$ cat config.mk
export PLATFORM = sky130hd
export DESIGN_NAME = serial_mag_compare_ctrl_flat
export DESIGN_NICKNAME = d
export VERILOG_FILES = /design/src/rtl/serial_mag_compare_ctrl_if.sv /design/src/rtl/serial_mag_compare_ctrl.sv /design/src/flat_wrapper.sv
export SDC_FILE = /design/constraint.sdc
export NUM_CORES = 1
export LEC_CHECK = 0
export CORE_MARGIN = 1
export CORE_UTILIZATION = 46
export CTS_CLUSTER_DIAMETER = 100
export DETAILED_ROUTE_END_ITERATION = 12
export PLACE_DENSITY_LB_ADDON = 0.3
export SLEW_MARGIN = 0
export SYNTH_ARGS = -nofsm -noshare
export SYNTH_HDL_FRONTEND = slang
export SYNTH_SLANG_ARGS = --single-unit
export TNS_END_PERCENT = 30
$ cat constraint.sdc
create_clock -name clk -period 2.28 [get_ports clk]
set_input_delay 0.228 -clock clk [delete_from_list [all_inputs] [get_ports clk]]
set_output_delay 0.228 -clock clk [all_outputs]
set_load 0.05 [all_outputs]
$ cat src/rtl/serial_mag_compare_ctrl_if.sv
// ---------------------------------------------------------------------------
// serial_mag_compare_ctrl_if
// Handshake and result bundle for the serial magnitude comparator.
//   master : requester side; drives start, a, b and observes the results
//   slave  : comparator side; receives start, a, b and drives the results
// Signals:
//   start        compare request (accepted only while busy=0)
//   a, b         WIDTH-bit unsigned operands, sampled on the accepting edge
//   busy         high while digits are being compared
//   done         one-cycle pulse when G/E/L/digits update
//   G, E, L      registered result: A>B, A==B, A<B
//   digits       number of 2-bit digits examined in the last run
// ---------------------------------------------------------------------------
interface serial_mag_compare_ctrl_if #(
  parameter int WIDTH = 8,
  parameter int CNT_W = $clog2(WIDTH / 2) + 1
);
  logic             start;
  logic [WIDTH-1:0] a;
  logic [WIDTH-1:0] b;
  logic             busy;
  logic             done;
  logic             G;
  logic             E;
  logic             L;
  logic [CNT_W-1:0] digits;

  modport master (
    output start, a, b,
    input  busy, done, G, E, L, digits
  );

  modport slave (
    input  start, a, b,
    output busy, done, G, E, L, digits
  );
endinterface

$ cat src/rtl/serial_mag_compare_ctrl.sv
// ---------------------------------------------------------------------------
// serial_mag_compare_ctrl
// Compares two WIDTH-bit unsigned operands one 2-bit digit per clock, MSB
// digit first, through a single 2-bit G/E/L compare slice.
// Ports:
//   clk    system clock, rising edge
//   rst_n  asynchronous active-low reset
//   bus    serial_mag_compare_ctrl_if.slave (start/a/b in;
//          busy/done/G/E/L/digits out)
// Optional feature macro: SERIAL_CMP_EARLY_EXIT_EN
//   defined   : a run stops on the first differing digit
//   undefined : every run takes WIDTH/2 RUN cycles
// Results are identical in both builds; only latency and digits differ.
// ---------------------------------------------------------------------------
module serial_mag_compare_ctrl #(
  parameter int WIDTH = 8,
  parameter int CNT_W = $clog2(WIDTH / 2) + 1
) (
  input  logic                         clk,
  input  logic                         rst_n,
  serial_mag_compare_ctrl_if.slave     bus
);

  generate
    if ((WIDTH % 2) != 0 || WIDTH < 2) begin : g_bad_width
      $error("serial_mag_compare_ctrl: WIDTH must be even and >= 2");
    end
  endgenerate

`ifdef SERIAL_CMP_EARLY_EXIT_EN
  localparam bit EARLY_EXIT = 1'b1;
`else
  localparam bit EARLY_EXIT = 1'b0;
`endif

  localparam logic [CNT_W-1:0] LAST_IDX = CNT_W'(WIDTH / 2 - 1);

  typedef enum logic [1:0] {IDLE, RUN, DONE} state_t;

  // One 2-bit magnitude slice; returns {greater, less}.
  function automatic logic [1:0] cmp2(input logic [1:0] x, input logic [1:0] y);
    cmp2 = {(x > y), (x < y)};
  endfunction

  state_t           state_q, state_d;
  logic [WIDTH-1:0] a_q, a_d, b_q, b_d;
  logic [CNT_W-1:0] idx_q, idx_d, cnt_q, cnt_d, digits_q, digits_d;
  logic             decided_q, decided_d, gt_q, gt_d;
  logic             g_q, g_d, e_q, e_d, l_q, l_d;

  logic [WIDTH-1:0] a_sh, b_sh;
  logic [1:0]       slice;
  logic             hit, dec_now, gt_now, exit_now;

  // Current digit pair: shift the latched operands right by 2*idx.
  assign a_sh  = a_q >> {idx_q, 1'b0};
  assign b_sh  = b_q >> {idx_q, 1'b0};
  assign slice = cmp2(a_sh[1:0], b_sh[1:0]);

  // Only the first differing digit is captured; later ones are ignored.
  assign hit      = !decided_q && (slice[1] || slice[0]);
  assign dec_now  = decided_q || hit;
  assign gt_now   = hit ? slice[1] : gt_q;
  assign exit_now = (idx_q == '0) || (EARLY_EXIT && hit);

  always_comb begin
    state_d   = state_q;
    a_d       = a_q;
    b_d       = b_q;
    idx_d     = idx_q;
    cnt_d     = cnt_q;
    decided_d = decided_q;
    gt_d      = gt_q;
    g_d       = g_q;
    e_d       = e_q;
    l_d       = l_q;
    digits_d  = digits_q;
    case (state_q)
      IDLE, DONE: begin
        if (bus.start) begin
          a_d       = bus.a;
          b_d       = bus.b;
          idx_d     = LAST_IDX;
          cnt_d     = '0;
          decided_d = 1'b0;
          gt_d      = 1'b0;
          state_d   = RUN;
        end else if (state_q == DONE) begin
          state_d = IDLE;
        end
      end
      RUN: begin
        cnt_d     = cnt_q + CNT_W'(1);
        decided_d = dec_now;
        gt_d      = gt_now;
        if (exit_now) begin
          g_d      = dec_now && gt_now;
          l_d      = dec_now && !gt_now;
          e_d      = !dec_now;
          digits_d = cnt_q + CNT_W'(1);
          state_d  = DONE;
        end else begin
          idx_d = idx_q - CNT_W'(1);
        end
      end
      default: state_d = IDLE;
    endcase
  end

  always_ff @(posedge clk or negedge rst_n) begin
    if (!rst_n) begin
      state_q   <= IDLE;
      a_q       <= '0;
      b_q       <= '0;
      idx_q     <= '0;
      cnt_q     <= '0;
      decided_q <= 1'b0;
      gt_q      <= 1'b0;
      g_q       <= 1'b0;
      e_q       <= 1'b0;
      l_q       <= 1'b0;
      digits_q  <= '0;
    end else begin
      state_q   <= state_d;
      a_q       <= a_d;
      b_q       <= b_d;
      idx_q     <= idx_d;
      cnt_q     <= cnt_d;
      decided_q <= decided_d;
      gt_q      <= gt_d;
      g_q       <= g_d;
      e_q       <= e_d;
      l_q       <= l_d;
      digits_q  <= digits_d;
    end
  end

  assign bus.busy   = (state_q == RUN);
  assign bus.done   = (state_q == DONE);
  assign bus.G      = g_q;
  assign bus.E      = e_q;
  assign bus.L      = l_q;
  assign bus.digits = digits_q;

endmodule

$ cat src/flat_wrapper.sv
// flat-port wrapper written by rule: the top's interface ports become plain ports
module serial_mag_compare_ctrl_flat 
#(
  parameter int WIDTH = 8,
  parameter int CNT_W = $clog2(WIDTH / 2) + 1
)
  (clk, rst_n, bus_start, bus_a, bus_b, bus_busy, bus_done, bus_G, bus_E, bus_L, bus_digits);
  serial_mag_compare_ctrl_if #(.WIDTH(WIDTH), .CNT_W(CNT_W)) bus_i ();
  input  logic clk;
  input  logic rst_n;
  input wire logic [$bits(bus_i.start)-1:0] bus_start;
  input wire logic [$bits(bus_i.a)-1:0] bus_a;
  input wire logic [$bits(bus_i.b)-1:0] bus_b;
  output wire logic [$bits(bus_i.busy)-1:0] bus_busy;
  output wire logic [$bits(bus_i.done)-1:0] bus_done;
  output wire logic [$bits(bus_i.G)-1:0] bus_G;
  output wire logic [$bits(bus_i.E)-1:0] bus_E;
  output wire logic [$bits(bus_i.L)-1:0] bus_L;
  output wire logic [$bits(bus_i.digits)-1:0] bus_digits;
  assign bus_i.start = bus_start;
  assign bus_i.a = bus_a;
  assign bus_i.b = bus_b;
  assign bus_busy = bus_i.busy;
  assign bus_done = bus_i.done;
  assign bus_G = bus_i.G;
  assign bus_E = bus_i.E;
  assign bus_L = bus_i.L;
  assign bus_digits = bus_i.digits;
  serial_mag_compare_ctrl #(.WIDTH(WIDTH), .CNT_W(CNT_W)) u_core (.clk(clk), .rst_n(rst_n), .bus(bus_i));
endmodule
==> results.json <==
{
  "drt_iter0_drc": 27,
  "yosysUniqueCellTypes": 30,
  "h-tree-depth": 2,
  "drv_slew": 0,
  "root_buffer": "clkbuf_4",
  "cts_made_buffers": 5,
  "place.gp.congestion": 0.7533,
  "design.core.area_um2": 3053,
  "synth_top_area_cell": "dfrtp_1",
  "tightest_slew_ns": 0.4960,
  "die_w_um": 58.68,
  "final_common_cell": "dfrtp_1",
  "synth.yosys.seq_area_share": 0.5419,
  "area_growth_pct": 27.10,
  "clk_pin_slew_ns": 0.09,
  "fmax_mhz": 456.8,
  "ir_drop_mv": 0.6845,
  "ys_ff_latch": 32,
  "grt_use_total": 0.1844,
  "r2r_start": "u_core.idx_q[0]",
  "final_cell_mix": "dfrtp_1, clkdlybuf4s50_1, mux2_2",
  "die_h_um": 58.68,
  "synth_ff_type": "dfrtp_1",
  "skew_ns": 0.005368,
  "hold_path.class": "in2async",
  "maxCapViolCount": 0,
  "dpl.hpwl_mm": 2.025,
  "port_buffers": 26,
  "synth.net_count": 137,
  "via_per_inst": 5.204,
  "num_rows": 20,
  "critical_path_class": "reg2reg",
  "tritoncts": "yes",
  "post-route-period-util": 0.9601,
  "yosysTopAreaCellShare": 0.5419,
  "status": "completed",
  "n_antenna_cell": 0,
  "power_uw": 2867,
  "first_pass_iters": 4,
  "rsz0062_at_grt": "yes",
  "whs_ns": 0.2938,
  "finalNetCount": 171,
  "cts_hold_buf": 0,
  "final_util": 0.6152,
  "io_pins": 27,
  "hold_violations": 0,
  "powerDensity_nw_per_um2": 1526,
  "synth-async-reset-ratio": 1.000,
  "r2r-end": "u_core.bus.L",
  "worstSetupEndpointType": "register",
  "final.setup.worst_slack_ns": 0.09098,
  "finalSetupViolations": 0,
  "die-area_um2": 3443,
  "cts.sinks": 32,
  "vias": 994,
  "pre_cts_slack_ns": 0.01786,
  "cp_max_fo": 4,
  "antenna_found_initial": 0,
  "yosys_warnings": 0,
  "critPathArrivalTime_ns": 2.42,
  "rrSetupSlack_ns": 0.09,
  "drive_gt1_frac": 0.2585,
  "leakagePower_uw": 0.0008099,
  "grt_overflow": 0,
  "syn_area_per_cell_um2": 13.08,
  "grt_max_degree": 33,
  "finalSetupTns_ns": 0,
  "syn-instance-count": 113,
  "cts.path.max_buffers": 2,
  "routed_wl_mm": 2.694,
  "synth_area_um2": 1478,
  "drc": 0,
  "synth_edf_count": 0,
  "synth_area_leaders": "dfrtp_1, mux2_2, mux4_2",
  "start_kind": "register",
  "grt_pass1_vias": 971,
  "initial_utilization": 0.4840,
  "period_minus_slack_ns": 2.189,
  "insertion_delay_ns": 0.32,
  "grt_pass1_wl_mm": 4.498,
  "rr_worst_depth": 6,
  "wl_per_cell_um": 14.10,
  "ant_nets": 0,
  "cp.required_ns": 2.51,
  "relSlewSlack": 0.6683
}
per-stage QoR:
| stage | std cells | area, µm² |
|---|---|---|
| 2_1_floorplan | 113 | 1478 |
| 3_3_place_gp | 183 | 1800 |
| 3_5_place_dp | 183 | 1800 |
| 4_1_cts | 190 | 1867 |
| 5_1_grt | 191 | 1878 |
| 6_report | 191 | 1878 |
registers in the layout, summed over array words and instances, names as in the netlist:
signal	flops
u_core.a_q	8
u_core.b_q	8
u_core.bus.E	1
u_core.bus.G	1
u_core.bus.L	1
u_core.bus.digits	3
u_core.cnt_q	3
u_core.decided_q	1
u_core.gt_q	1
u_core.idx_q	3
u_core.state_q	2
cells by family (layout without fill, tap and decap cells):
group	after synthesis	after routing	synth area share
AO/OA/AOI/OAI	16	16	0.07197
AND/OR/NAND/NOR	26	26	0.09738
multiplexers	24	24	0.2125
XOR/XNOR	1	1	0.005928
adder cells (fa/ha/maj)	5	5	0.04234
buffers and inverters	9	43	0.02794
flip-flops	32	32	0.5419
power by group:
group          leakage, µW  switching (µW)  internal, µW
combinational     0.000388             736           732
clock            0.0000374             175           175
sequential        0.000385             204           844
total             0.000810            1120          1750
timing repair:
action | CTS | global route
setup buffers | 0 | 1
pin swaps | 0 | 1
gates resized for setup | 1 | 1
endpoints found under the setup margin | 1 | 2
gates cloned | 0 | 0
cells in the mapped netlist, types with 2 or more instances:
cell type,count
o21ai_0,5
nand2b_1,4
inv_1,2
o31ai_1,2
inv_2,2
a21oi_1,2
nor2b_1,6
a22o_1,2
a31oi_1,2
nand2_1,8
buf_2,3
ha_1,5
mux2_2,17
mux2_1,2
nor2_1,2
mux4_2,4
dfrtp_1,32
critical path: stages, from the launching register on:
cell and delay [ns]:
dfrtp_2 0.43, mux4_2 0.52, nor2b_1 0.15, ha_1 0.34
nor2b_1 0.16, o32a_1 0.31, o31ai_1 0.20
final cells by class:
type	count	area [µm²]
well taps	44	55.05
fillers	268	1175
repair buffers	31	297.8
flip-flops and latches	32	802.0
clock buffers	7	65.06
inverters	5	18.77
multi-input cells	72	639.4
worst max-delay path by stage:
stage | start | to | slack, ns
finish | u_core.idx_q[0] | u_core.bus.L | 0.09
floorplan | u_core.idx_q[0] | u_core.bus.L | 0.14
global placement | u_core.idx_q[0] | u_core.bus.L | 0.14
CTS | u_core.idx_q[0] | u_core.bus.L | 0.05
detailed placement | u_core.idx_q[0] | u_core.bus.L | 0.02
global route | u_core.idx_q[0] | u_core.bus.E | -0.008
metal layers:
layer | vias up | wire, µm | global-route usage
met3 | 5 | 112 | 0.04615
li1 | 475 | - | -
met1 | 490 | 1216 | 0.2389
met4 | 0 | 47 | 0.1020
met5 | - | 0 | 0
met2 | 24 | 1317 | 0.2857
Power figures use the tool's default switching activity.
